### src/rtl/pcpu_run_ctrl_pkg.sv
`default_nettype none
// ============================================================================
//  Module      : pcpu_run_ctrl_pkg
//  Description : Shared constants for the PCPU run controller: the HALT
//                opcode, host command encodings, FSM state encodings and
//                the FSM state type.
//  Revision    : 1.0  initial release
// ============================================================================
package pcpu_run_ctrl_pkg;

    // Opcode field [15:11] of the PCPU HALT instruction.
    localparam logic [4:0] HALT_OPC = 5'b00001;

    // Host command encodings.
    localparam logic [1:0] CMD_STOP = 2'b00;
    localparam logic [1:0] CMD_LOAD = 2'b01;
    localparam logic [1:0] CMD_RUN  = 2'b10;
    localparam logic [1:0] CMD_STEP = 2'b11;

    // FSM state encodings, also visible on the debug state port.
    localparam logic [2:0] IDLE   = 3'd0;
    localparam logic [2:0] LOAD   = 3'd1;
    localparam logic [2:0] RESETC = 3'd2;
    localparam logic [2:0] RUN    = 3'd3;
    localparam logic [2:0] PAUSE  = 3'd4;
    localparam logic [2:0] STEP1  = 3'd5;
    localparam logic [2:0] DRAIN  = 3'd6;
    localparam logic [2:0] HALTED = 3'd7;

    typedef enum logic [2:0] {
        S_IDLE   = IDLE,
        S_LOAD   = LOAD,
        S_RESETC = RESETC,
        S_RUN    = RUN,
        S_PAUSE  = PAUSE,
        S_STEP1  = STEP1,
        S_DRAIN  = DRAIN,
        S_HALTED = HALTED
    } state_t;

endpackage
`default_nettype wire

### src/rtl/pcpu_run_ctrl_if.sv
`default_nettype none
// ============================================================================
//  Module      : pcpu_run_ctrl_if
//  Description : Host command and program-load bus of the PCPU run
//                controller.
//  Ports       : cmd/cmd_valid/cmd_ready  command handshake
//                ld_we/ld_addr/ld_data    program write port
//                modport master = host side, modport slave = controller side
//  Revision    : 1.0  initial release
// ============================================================================
interface pcpu_run_ctrl_if #(
    parameter int ADDR_W = 8,
    parameter int DATA_W = 16
);
    logic [1:0]        cmd;
    logic              cmd_valid;
    logic              cmd_ready;
    logic              ld_we;
    logic [ADDR_W-1:0] ld_addr;
    logic [DATA_W-1:0] ld_data;

    modport master (
        output cmd, cmd_valid, ld_we, ld_addr, ld_data,
        input  cmd_ready
    );

    modport slave (
        input  cmd, cmd_valid, ld_we, ld_addr, ld_data,
        output cmd_ready
    );
endinterface
`default_nettype wire

### src/rtl/pcpu_run_ctrl_cyc_counter.sv
`default_nettype none
// ============================================================================
//  Module      : pcpu_cyc_counter
//  Description : Saturating up-counter with synchronous clear; clear wins
//                over increment.
//  Ports       : clk, rst     clock, synchronous active-high reset
//                i_clr        clear to zero
//                i_inc        count up by one (holds at all-ones)
//                o_count      current count
//  Revision    : 1.0  initial release
// ============================================================================
module pcpu_cyc_counter #(
    parameter int CYC_W = 16
) (
    input  wire logic             clk,
    input  wire logic             rst,
    input  wire logic             i_clr,
    input  wire logic             i_inc,
    output logic [CYC_W-1:0]      o_count
);

    always_ff @(posedge clk) begin
        if (rst || i_clr) begin
            o_count <= '0;
        end else if (i_inc && (o_count != {CYC_W{1'b1}})) begin
            o_count <= o_count + CYC_W'(1);
        end
    end

endmodule
`default_nettype wire

### src/rtl/pcpu_run_ctrl.sv
`default_nettype none
// ============================================================================
//  Module      : pcpu_run_ctrl
//  Description : Run controller for the PCPU pipelined core. Loads the
//                instruction RAM from the host, resets/starts the core,
//                supports free-run and single-step, and on HALT drains the
//                pipeline before freezing the core.
//  Ports       : clock, reset          clock, synchronous active-high reset
//                host (slave)          command handshake + program write bus
//                imem_we/waddr/wdata   instruction RAM write port
//                cpu_i_datain          instruction word seen by the core
//                cpu_reset/start/enable core controls
//                cycle_count, halted   run status
//                state                 FSM state (debug)
//  Options     : PCPU_BREAKPOINT_EN adds bp_valid, bp_addr, cpu_i_addr and
//                pauses RUN on an instruction-address match.
//  Revision    : 1.0  initial release
// ============================================================================
module pcpu_run_ctrl
    import pcpu_run_ctrl_pkg::*;
#(
    parameter int ADDR_W    = 8,
    parameter int DATA_W    = 16,
    parameter int CYC_W     = 16,
    parameter int DRAIN_CYC = 4
) (
    input  wire logic              clock,
    input  wire logic              reset,
    pcpu_run_ctrl_if.slave         host,
    output logic                   imem_we,
    output logic [ADDR_W-1:0]      imem_waddr,
    output logic [DATA_W-1:0]      imem_wdata,
    input  wire logic [DATA_W-1:0] cpu_i_datain,
    output logic                   cpu_reset,
    output logic                   cpu_start,
    output logic                   cpu_enable,
    output logic [CYC_W-1:0]       cycle_count,
    output logic                   halted,
    output logic [2:0]             state
`ifdef PCPU_BREAKPOINT_EN
    ,
    input  wire logic              bp_valid,
    input  wire logic [ADDR_W-1:0] bp_addr,
    input  wire logic [ADDR_W-1:0] cpu_i_addr
`endif
);

    // Drain counter holds the enabled cycles still owed after the HALT fetch.
    localparam int                   c_DRAIN_W    = (DRAIN_CYC > 2) ? $clog2(DRAIN_CYC) : 1;
    localparam logic [c_DRAIN_W-1:0] c_DRAIN_LOAD = c_DRAIN_W'(DRAIN_CYC - 1);
    // With a one-cycle drain the HALT-fetch cycle is the whole drain.
    localparam state_t               c_HALT_NEXT  = (DRAIN_CYC > 1) ? S_DRAIN : S_HALTED;

    state_t               r_state;
    state_t               w_next;
    logic                 r_go_run;
    logic                 w_go_run;
    logic [c_DRAIN_W-1:0] r_drain;
    logic                 r_halted;
    logic                 w_accept;
    logic                 w_halt_fetch;
    logic                 w_bp_hit;
    logic                 w_cnt_clr;
    logic                 w_unused_opnd;

    assign w_accept      = host.cmd_valid && host.cmd_ready;
    assign w_halt_fetch  = (cpu_i_datain[15:11] == HALT_OPC);
    assign w_unused_opnd = ^cpu_i_datain[10:0];

`ifdef PCPU_BREAKPOINT_EN
    // After a breakpoint pause, the resuming RUN cycle ignores the match so
    // the core can move past the breakpointed instruction.
    logic r_bp_skip;

    assign w_bp_hit = bp_valid && (cpu_i_addr == bp_addr) && !r_bp_skip;

    always_ff @(posedge clock) begin
        if (reset) begin
            r_bp_skip <= 1'b0;
        end else if ((r_state == S_RUN) && (w_next == S_PAUSE)) begin
            r_bp_skip <= 1'b1;
        end else if ((r_state == S_RUN) || (r_state == S_RESETC)) begin
            r_bp_skip <= 1'b0;
        end
    end
`else
    assign w_bp_hit = 1'b0;
`endif

    always_comb begin
        w_next   = r_state;
        w_go_run = r_go_run;
        case (r_state)
            // IDLE, LOAD and HALTED share one command map.
            S_IDLE, S_LOAD, S_HALTED: begin
                if (w_accept) begin
                    case (host.cmd)
                        CMD_STOP: w_next = S_IDLE;
                        CMD_LOAD: w_next = S_LOAD;
                        CMD_RUN: begin
                            w_next   = S_RESETC;
                            w_go_run = 1'b1;
                        end
                        default: begin
                            w_next   = S_RESETC;
                            w_go_run = 1'b0;
                        end
                    endcase
                end
            end
            S_RESETC: w_next = r_go_run ? S_RUN : S_PAUSE;
            S_RUN: begin
                if (w_accept && (host.cmd == CMD_STOP)) begin
                    w_next = S_IDLE;
                end else if (w_halt_fetch) begin
                    w_next = c_HALT_NEXT;
                end else if (w_bp_hit) begin
                    w_next = S_PAUSE;
                end
            end
            S_PAUSE: begin
                if (w_accept) begin
                    case (host.cmd)
                        CMD_STOP: w_next = S_IDLE;
                        CMD_RUN:  w_next = S_RUN;
                        CMD_STEP: w_next = S_STEP1;
                        default:  w_next = S_PAUSE;
                    endcase
                end
            end
            S_STEP1: w_next = w_halt_fetch ? c_HALT_NEXT : S_PAUSE;
            S_DRAIN: begin
                if (r_drain <= c_DRAIN_W'(1)) begin
                    w_next = S_HALTED;
                end
            end
            default: w_next = S_IDLE;
        endcase
    end

    always_ff @(posedge clock) begin
        if (reset) begin
            r_state  <= S_IDLE;
            r_go_run <= 1'b0;
            r_drain  <= '0;
            r_halted <= 1'b0;
        end else begin
            r_state  <= w_next;
            r_go_run <= w_go_run;
            if ((w_next == S_DRAIN) && (r_state != S_DRAIN)) begin
                r_drain <= c_DRAIN_LOAD;
            end else if (r_state == S_DRAIN) begin
                r_drain <= r_drain - c_DRAIN_W'(1);
            end
            // Cleared on entry to RESETC so the reset cycle already shows 0.
            if (w_next == S_RESETC) begin
                r_halted <= 1'b0;
            end else if (w_next == S_HALTED) begin
                r_halted <= 1'b1;
            end
        end
    end

    assign w_cnt_clr = (w_next == S_RESETC);

    pcpu_cyc_counter #(
        .CYC_W (CYC_W)
    ) u_cyc_counter (
        .clk     (clock),
        .rst     (reset),
        .i_clr   (w_cnt_clr),
        .i_inc   (cpu_enable),
        .o_count (cycle_count)
    );

    assign host.cmd_ready = !((r_state == S_RESETC) || (r_state == S_DRAIN));
    assign imem_we        = (r_state == S_LOAD) && host.ld_we;
    assign imem_waddr     = host.ld_addr;
    assign imem_wdata     = host.ld_data;
    assign cpu_reset      = (r_state == S_RESETC);
    assign cpu_enable     = (r_state == S_RUN) || (r_state == S_STEP1) || (r_state == S_DRAIN);
    assign cpu_start      = cpu_enable || (r_state == S_PAUSE);
    assign halted         = r_halted;
    assign state          = r_state;

endmodule
`default_nettype wire

### src/flat_wrapper.sv
// flat-port wrapper written by rule: the top's interface ports become plain ports
module pcpu_run_ctrl_flat import pcpu_run_ctrl_pkg::*;
#(
    parameter int ADDR_W    = 8,
    parameter int DATA_W    = 16,
    parameter int CYC_W     = 16,
    parameter int DRAIN_CYC = 4
)
  (clock, reset, imem_we, imem_waddr, imem_wdata, cpu_i_datain, cpu_reset, cpu_start, cpu_enable, cycle_count, halted, state, host_cmd, host_cmd_valid, host_ld_we, host_ld_addr, host_ld_data, host_cmd_ready);
  pcpu_run_ctrl_if #(.ADDR_W(ADDR_W), .DATA_W(DATA_W)) host_i ();
  input  wire logic clock;
  input  wire logic reset;
  output logic imem_we;
  output logic [ADDR_W-1:0] imem_waddr;
  output logic [DATA_W-1:0] imem_wdata;
  input  wire logic [DATA_W-1:0] cpu_i_datain;
  output logic cpu_reset;
  output logic cpu_start;
  output logic cpu_enable;
  output logic [CYC_W-1:0] cycle_count;
  output logic halted;
  output logic [2:0] state;
  input wire logic [$bits(host_i.cmd)-1:0] host_cmd;
  input wire logic [$bits(host_i.cmd_valid)-1:0] host_cmd_valid;
  input wire logic [$bits(host_i.ld_we)-1:0] host_ld_we;
  input wire logic [$bits(host_i.ld_addr)-1:0] host_ld_addr;
  input wire logic [$bits(host_i.ld_data)-1:0] host_ld_data;
  output wire logic [$bits(host_i.cmd_ready)-1:0] host_cmd_ready;
  assign host_i.cmd = host_cmd;
  assign host_i.cmd_valid = host_cmd_valid;
  assign host_i.ld_we = host_ld_we;
  assign host_i.ld_addr = host_ld_addr;
  assign host_i.ld_data = host_ld_data;
  assign host_cmd_ready = host_i.cmd_ready;
  pcpu_run_ctrl #(.ADDR_W(ADDR_W), .DATA_W(DATA_W), .CYC_W(CYC_W), .DRAIN_CYC(DRAIN_CYC)) u_core (.clock(clock), .reset(reset), .host(host_i), .imem_we(imem_we), .imem_waddr(imem_waddr), .imem_wdata(imem_wdata), .cpu_i_datain(cpu_i_datain), .cpu_reset(cpu_reset), .cpu_start(cpu_start), .cpu_enable(cpu_enable), .cycle_count(cycle_count), .halted(halted), .state(state));
endmodule
### config.mk
export PLATFORM = sky130hd
export DESIGN_NAME = pcpu_run_ctrl_flat
export DESIGN_NICKNAME = d
export VERILOG_FILES = /design/src/rtl/pcpu_run_ctrl_pkg.sv /design/src/rtl/pcpu_run_ctrl_if.sv /design/src/rtl/pcpu_run_ctrl_cyc_counter.sv /design/src/rtl/pcpu_run_ctrl.sv /design/src/flat_wrapper.sv
export SDC_FILE = /design/constraint.sdc
export NUM_CORES = 1
export LEC_CHECK = 0
export BUFFER_PORTS_ARGS = -buffer_cell sky130_fd_sc_hd__clkbuf_2
export CAP_MARGIN = 20
export CELL_PAD_IN_SITES_DETAIL_PLACEMENT = 0
export CELL_PAD_IN_SITES_GLOBAL_PLACEMENT = 1
export CORE_MARGIN = 2
export CORE_UTILIZATION = 30
export DETAILED_ROUTE_END_ITERATION = 6
export GPL_TIMING_DRIVEN = 0
export PLACE_DENSITY = 0.86
export SKIP_CTS_REPAIR_TIMING = 1
export SLEW_MARGIN = 20
export SYNTH_ARGS = -nofsm -noshare
export SYNTH_HDL_FRONTEND = slang
export SYNTH_HIERARCHICAL = 1
export SYNTH_SLANG_ARGS = --single-unit
### constraint.sdc
create_clock -name clock -period 2.9 [get_ports clock]
set_input_delay 0.145 -clock clock [delete_from_list [all_inputs] [get_ports clock]]
set_output_delay 0.145 -clock clock [all_outputs]
set_load 0.05 [all_outputs]
; Word-level counts from Yosys, hierarchy flattened
; Cells that the tools add are included.
; Widths: inputs -> output; s select.
[op_classes]
addsub = 2
magnitude_cmp = 1
n_eq_ne = 16
mux = 13
bitwise_logic = 1
reduce_logical = 18
[op_table]
columns = op, n
row1 = $eq 3x3->1 const B, 6
row2 = $mux 3, 6
row3 = $pmux 3 s6, 1
row4 = $add 16x1->16 const B, 1
row5 = $ne 16x16->1 const B, 1
row6 = $eq 3x2->1 const B, 3
row7 = $pmux 3 s3, 1
row8 = $mux 2, 3
row9 = $eq 5x1->1 const B, 1
row10 = $logic_and 1x1->1, 5
row11 = $logic_or 1x1->1, 5
row12 = $eq 2x2->1 const B, 2
row13 = $pmux 2 s2, 1
row14 = $reduce_or 2->1, 2
row15 = $eq 3x1->1 const B, 1
row16 = $logic_not 3->1, 1
row17 = $ne 3x3->1 const B, 1
row18 = $reduce_and 3->1, 1
row19 = $reduce_or 3->1, 1
row20 = $eq 2x1->1 const B, 1
row21 = $le 2x1->1 const B, 1
row22 = $logic_not 2->1, 1
row23 = $pmux 1 s2, 1
row24 = $reduce_bool 2->1, 1
row25 = 3 further kinds, 3
[totals]
register_bits = 23
input_bits = 46

; Longest topological paths before layout
; Gate-level depths: netlist of run 1.
[depth]
ltp_word = 10
depth_mapped = 10

; Modules after synthesis
; The synthesis of run 1 kept the hierarchy.
[by_module_without_submodules]
columns = mod, n_inst, cells_per_inst, area_each_um2
row1 = pcpu_cyc_counter, 1, 95, 847.1
row2 = pcpu_run_ctrl, 1, 95, 772.0

; Worst setup path after synthesis of run 1
; Ideal clock, no wire load.
[synth_path]
path_type = register -> register
from = register u_core.r_state[0], in the netlist u_core/state[0]
to = register u_core.u_cyc_counter.o_count[14]
setup_time_ns = 0.070
arrival_time_ns = 3.695
required_time_ns = 2.830
path_slack_ns = -0.866
stages_incl_launch_ff = 8
path_buffers = 1
synth_period_minus_slack_ns = 3.766
path_cell_list = dfxtp_1 dlymetal6s2s_1 xnor2_1 o21ai_0 nand4_1 a41o_1 or3_1 a21oi_1
[synth_lines]
columns = item, line_no
row1 = start: declaration, pcpu_run_ctrl.sv:54  ; state_t r_state;
row2 = start signal: assignment, pcpu_run_ctrl.sv:148  ; r_state <= w_next;
row3 = $eq 3x2->1 or $eq 3x3->1 (tied branches), pcpu_run_ctrl.sv:181  ; assign cpu_enable = (r_state == S_RUN) || (r_state == S_STEP1) || (r_state == S_DRAIN);
row4 = $logic_or 1x1->1, pcpu_run_ctrl.sv:181
row5 = $logic_or 1x1->1 *, pcpu_run_ctrl.sv:181
row6 = via cpu_enable, flat_wrapper.sv:19  ; output logic cpu_enable;
row7 = $logic_and 1x1->1 *, pcpu_run_ctrl_cyc_counter.sv:25  ; end else if (i_inc && (o_count != {CYC_W{1'b1}})) begin
row8 = end signal: assignment, pcpu_run_ctrl_cyc_counter.sv:26  ; o_count <= o_count + CYC_W'(1);
row9 = end: declaration, pcpu_run_ctrl_cyc_counter.sv:19  ; output logic [CYC_W-1:0] o_count
; Mark *: on every way through the listed nets, which the timed path passes. The rest lies on a longest branch.
; A chain may end at the register's enable or synchronous reset.

; Worst setup path after layout of run 1
[layout_path]
from = register u_core.r_state[0], in the netlist u_core/state[0]
to = register u_core.u_cyc_counter.o_count[0]
[layout_via]
elab_chain_len = 9
[layout_rtl]
columns = item, line_no
row1 = $eq 3x2->1 or $eq 3x3->1 (tied branches), "pcpu_run_ctrl.sv:93, pcpu_run_ctrl.sv:176"
row2 = $logic_or 1x1->1, pcpu_run_ctrl.sv:176  ; assign host.cmd_ready = !((r_state == S_RESETC) || (r_state == S_DRAIN));
row3 = $logic_not 1->1, pcpu_run_ctrl.sv:176
row4 = $logic_and 1x1->1, pcpu_run_ctrl.sv:66  ; assign w_accept = host.cmd_valid && host.cmd_ready;
row5 = $logic_and 1x1->1, pcpu_run_ctrl.sv:113  ; if (w_accept && (host.cmd == CMD_STOP)) begin
row6 = $mux 3, pcpu_run_ctrl.sv:113
row7 = $pmux 3 s6 *, pcpu_run_ctrl.sv:93  ; case (r_state)
row8 = $eq 3x2->1 *, pcpu_run_ctrl.sv:164  ; assign w_cnt_clr = (w_next == S_RESETC);
row9 = via u_core.w_cnt_clr, pcpu_run_ctrl.sv:63  ; logic w_cnt_clr;
row10 = $logic_or 1x1->1 *, pcpu_run_ctrl_cyc_counter.sv:23  ; if (rst || i_clr) begin
; Marked as above.

==> flow_summary.toml, run 1 <==
[routing]
vias_per_cell = 5.02
ant_nets = 0
finalWirelength_microns = 3770
drt_pass1_iterations = 7
dr_total_vias = 1627
wl_per_cell_microns = 11.6
remaining_drc_errors = 0
drt-initial-drc-count = 113

[grt]
grt_pass1_wl_microns = 6040
grt_usage_pct = 12.1
grt_start_max_net_pins = 14
grt_overflow = 0
grt_pass1_vias = 1378
antenna_found_initial = 0

[synth]
yosys.area.top_type = "dfxtp_1"
syn_nets = 238
async_flop_share_pct = 0
yosysSeqAreaShare_pct = 28.4
ys.flop_type = "dfxtp_1"
yosysMostFrequentCell = "buf_4"
synthTopCellsByArea = "dfxtp_1 28%, buf_4 11%, a21oi_1 4.3%"
synth_edf_count = 0
synth.top_cell.area_share_pct = 28.4
synth_cell_types = 55
syn_area_sq_um = 1620
ys_warn_count = 6
synth_seq_cells = 23
yosys-top-cells-count = "24 x buf_4, 23 x dfxtp_1, 14 x a21oi_1"
syn_inst = 190
syn_avg_cell_area_sq_um = 8.52

[final_layout]
nNetsFinal = 303
seq_area_sq_um = 460
multi_input_area_sq_um = 926
diodes = 0
drive_gt1_share_pct = 43.3
utilization_pct = 39.7
fin_area_sq_um = 2050
final.fill_count = 528
area_delta_synth_final_pct = 26.8

[power_and_ir_drop]
power_mw = 1.14
power.density_nw_per_um2 = 556
max-vdd-ir-drop_mv = 0.167
p_leak_nw = 0.932

[critical_path]
cpMostUsedCell = "clkbuf_2"
critPathKind = "reg -> reg"
cpPeakStageDelay_ns = 0.48
cp_max_fo = 10
r2r_slack_ns = 0.29
endpoint_kind = "register"
cp.arrival_ns = 2.77
cp-start-kind = "register"
critPathRequiredTime_ns = 3.06
cp_cell_sequence = "clkbuf_2 -> nor4b_1 -> nand3b_1 -> a31o_1 -> nor3_2 -> or2_2 -> clkbuf_1 -> clkbuf_2 -> nor2_1"
cpMaxStageDelayCell = "dfxtp_1"

[sta]
fin_crit_sh_pct = 90.0
rsz0062_at_grt = "false"
hold_viol_final = 0
fmax_ghz = 0.383
slew_headroom_pct = 57.0
min_period_ns = 2.61
drv_slew = 0
worst-slew-pin-transition_ns = 0.639
tns_ns = 0
finClkSkew_ns = 0.00189
setup_viol = 0

[clock_tree]
clk_pin_slew_ns = 0.08
root_buffer = "clkbuf_8"
clk_latency_ns = 0.27
clock-sinks = 23
tritoncts = "built"
clk_path_buf_depth = 2
numCtsBuffers = 3
cts.htree.levels = 1

[placement]
routabilityCongestion = 0.839
port_buffers = 59
placed_cell_area_sq_um = 2010
hpwl_microns = 2950

[floorplan]
die_h_microns = 77.5
die-area_sq_um = 6000
boundaryPins = 95
initial_core_util_pct = 31.3
core_area_sq_um = 5170
die_w_microns = 77.5
core.rowCount = 26

[hold_path]
hp-class = "in -> reg"

[flow_run]
cap_violations = 0

[status]
outcome = "finished clean"
==> area by class of cell <==
class / instances / area share, %
plain buffers: 30 / 10.5
clock buffers: 3 / 2.01
clock inverters: 1 / 0.244
inverters: 4 / 0.731
multi-input cells: 133 / 45.1
flip-flops and latches: 23 / 22.4
well taps: 70 / 4.27
repair buffers: 60 / 14.7
==> cell families after synthesis <==
group           Yosys count  synth area share (%)
mux                       1                 0.927
compound gates           47                  21.0
flops                    23                  28.4
buf+inv                  34                  14.6
simple gates             78                  30.8
fa+ha+maj                 2                  1.55
xor+xnor                  5                  2.71
==> final timing paths <==
check	startpoint	endpoint	cells after the start
min reg2reg	u_core/halted	u_core/halted	2
max	u_core/state[0]	u_core/u_cyc_counter/o_count[0]	9
max reg2reg	u_core/state[0]	u_core/u_cyc_counter/o_count[0]	9
min	reset	u_core/halted	2
==> power breakdown <==
part           total [mW]  internal (mW)  leakage, nW  switching (mW)
clock               0.197         0.0960       0.0255           0.101
sequential          0.370          0.343        0.186          0.0264
combinational       0.576          0.185        0.720           0.391
==> through the flow <==
stage | hold slack [ns] | setup slack (ns) | std cells
5_1_grt | 0.181 | 0.0288 | 324
3_5_place_dp | 0.465 | 0.0673 | 319
2_1_floorplan | 0.214 | 0.116 | 190
4_1_cts | 0.172 | 0.0527 | 323
3_3_place_gp | 0.452 | 0.0581 | 319
6_report | 0.170 | 0.289 | 324
==> per-layer routing <==
layer  track usage [%]  share of wire, %
met1              15.3                44
met2              20.1                48
met3              2.91               7.1
met4              3.93              0.77
met5                 0                 0
==> flip-flops by register name, summed over array words and instances, names as in the netlist <==
name	count
u_core/u_cyc_counter/o_count	16
u_core/r_go_run	1
u_core/halted	1
u_core/r_drain	2
u_core/state	3
==> worst max-delay path: cells and delay by family (launching register included) <==
family | cells | cell delay (ns)
compound gates | 1 | 0.29
buf+inv | 3 | 0.84
flops | 1 | 0.48
simple gates | 5 | 0.89
==> cell usage in the layout (no fill, tap or decap), drive strengths merged, types with 5 or more instances in the layout <==
cell     n
nand4    7
nand3    7
nand2   12
o31ai    6
or3      5
nor2b    5
nor2    14
buf     27
or4      6
clkbuf  66
a21oi   14
dfxtp   23
o21ai    8
No activity file was read; power rests on OpenSTA's default activity.
==> inputs of run 2 (changes only) <==
RECOVER_POWER = 100   (was not set)
SKIP_CTS_REPAIR_TIMING = not set   (was 1)
==> run 2 against run 1 <==
Compared with the run above:
- sequential power is essentially flat
- clock power barely moved
- combinational power shrank 3.6%
- first-iteration DRC count rose by 0.88%
- highest routed layer unchanged
- register-to-register slack lost 0.03 ns
==> flow_summary.toml, run 2 (same netlist as run 1, synthesis figures left out) <==
[clock_tree]
cts.htree.levels = 1
numCtsBuffers = 3
clk_pin_slew_ns = 0.08
clk_path_buf_depth = 2
tritoncts = "built"
root_buffer = "clkbuf_8"
clk_latency_ns = 0.27
clock-sinks = 23
hold_buffers = 0

[critical_path]
rr_worst_depth = 10
endpoint_kind = "register"
cp_max_fo = 10
cp-start-kind = "register"
crit_family = "compound AO/OA/AOI/OAI gates"
cpPeakStageDelay_ns = 0.48
cpMostUsedCell = "a21oi_1"
critPathRequiredTime_ns = 3.10
cp_cell_sequence = "nand2_4 -> a211oi_1 -> a21oi_1 -> a222oi_1 -> buf_4 -> nor3_2 -> or2_2 -> clkbuf_1 -> clkbuf_2 -> a21oi_1"
crit_buf_inv = 3
r2r-start = "u_core/state[0]"
timing.rr.end = "u_core/u_cyc_counter/o_count[9]"
cpMaxStageDelayCell = "dfxtp_1"
r2r_slack_ns = 0.26
critPathKind = "reg -> reg"
cp.arrival_ns = 2.84

[sta]
tns_ns = 0
slew_headroom_pct = 57.1
worst-slew-pin-transition_ns = 0.639
fin_crit_sh_pct = 91.2
min_period_ns = 2.64
hold_viol_final = 0
finClkSkew_ns = 0.00238
finalWorstSetupSlack_ns = 0.256
setup_viol = 0
rsz0062_at_grt = "false"
drv_slew = 0
fmax_ghz = 0.378
holdWs_ns = 0.169

[routing]
drt_pass1_iterations = 5
drt-initial-drc-count = 114
finalWirelength_microns = 3790
vias_per_cell = 5.02
dr_total_vias = 1626
remaining_drc_errors = 0
wl_per_cell_microns = 11.7
ant_nets = 0

[status]
outcome = "finished clean"

[floorplan]
boundaryPins = 95
die_h_microns = 77.5
die-area_sq_um = 6000
die_w_microns = 77.5
core.rowCount = 26
core_area_sq_um = 5170
initial_core_util_pct = 31.3

[placement]
hpwl_microns = 2950
pre_cts_slack_ns = 0.0673
port_buffers = 59
routabilityCongestion = 0.839
placed_cell_area_sq_um = 2010

[grt]
grt_pass1_wl_microns = 6040
grt_overflow = 0
grt_start_max_net_pins = 14
grt_usage_pct = 12.1
antenna_found_initial = 0
grt_pass1_vias = 1378

[flow_run]
cap_violations = 0

[power_and_ir_drop]
max-vdd-ir-drop_mv = 0.167
p_leak_nw = 0.777
power.density_nw_per_um2 = 567

[final_layout]
final.fill_count = 553
fin_area_sq_um = 1980
area_delta_synth_final_pct = 22.1
top_register = "u_core/u_cyc_counter/o_count"
drive_gt1_share_pct = 23.6
nNetsFinal = 303
largest_reg_flops = 16
final_cell_mix = "49 x clkbuf_1, 25 x buf_4, 23 x dfxtp_1"
mostFrequentLayoutCell = "clkbuf_1"
diodes = 0

[hold_path]
hp-class = "in -> reg"
hp-start = "reset"
worstHoldEndpoint = "u_core/halted"
min_path_cells = 2
==> run 2: cell types whose count changed in the layout (fill, tap and decap cells not counted) <==
cell,change
a211oi_1,+1
clkbuf_1,+48
mux2_1,+1
a211oi_4,-1
mux2_4,-1
clkbuf_2,-48
==> run 2: worst max path at each step <==
stage / start / end / slack, ns / cells after the start
4_1_cts: u_core/state[0] / u_core/u_cyc_counter/o_count[11] / 0.05 / 8
2_1_floorplan: u_core/state[0] / u_core/u_cyc_counter/o_count[14] / 0.12 / 7
6_report: u_core/state[0] / u_core/u_cyc_counter/o_count[9] / 0.26 / 10
3_3_place_gp: u_core/state[0] / u_core/u_cyc_counter/o_count[8] / 0.06 / 9
5_1_grt: u_core/state[1] / u_core/u_cyc_counter/o_count[11] / 0.04 / 11
3_5_place_dp: u_core/state[0] / u_core/u_cyc_counter/o_count[8] / 0.07 / 9
==> run 2: what timing repair did <==
action                     4_1_cts  5_1_grt
resized for setup                0        3
setup endpoints to repair        0       10
setup buffers                    0        1
==> run 2: metrics by stage <==
stage | utilization (%) | total power [mW] | instances
6_report | 38.2 | 1.12 | 324
3_5_place_dp | 38.8 | 0.945 | 319
2_1_floorplan | - | 0.827 | 190
3_3_place_gp | 38.8 | 0.943 | 319
4_1_cts | 39.7 | 1.15 | 323
5_1_grt | 38.2 | 1.19 | 324
==> run 2: cell type report <==
class	instances	area (sq um)	share of cell area, %
plain buffers	30	215	10.9
repair buffers	60	243	12.3
clock inverters	1	5.00	0.253
clock buffers	3	41.3	2.09
inverters	4	15.0	0.759
well taps	70	87.6	4.43
flip-flops and latches	23	460	23.3
multi-input cells	133	910	46.0
==> run 2: layer usage <==
layer	up-vias	global-route usage, %	share of wire, %
met5	-	0	0
li1	814	-	-
met1	732	15.3	44
met2	73	20.1	47
met3	7	2.91	7.3
met4	0	3.93	1.7
==> run 2: report_power, final <==
group	internal (mW)	leakage, nW	switching (mW)
sequential	0.343	0.186	0.0259
combinational	0.168	0.565	0.387
clock	0.0960	0.0255	0.101
total	0.607	0.777	0.514
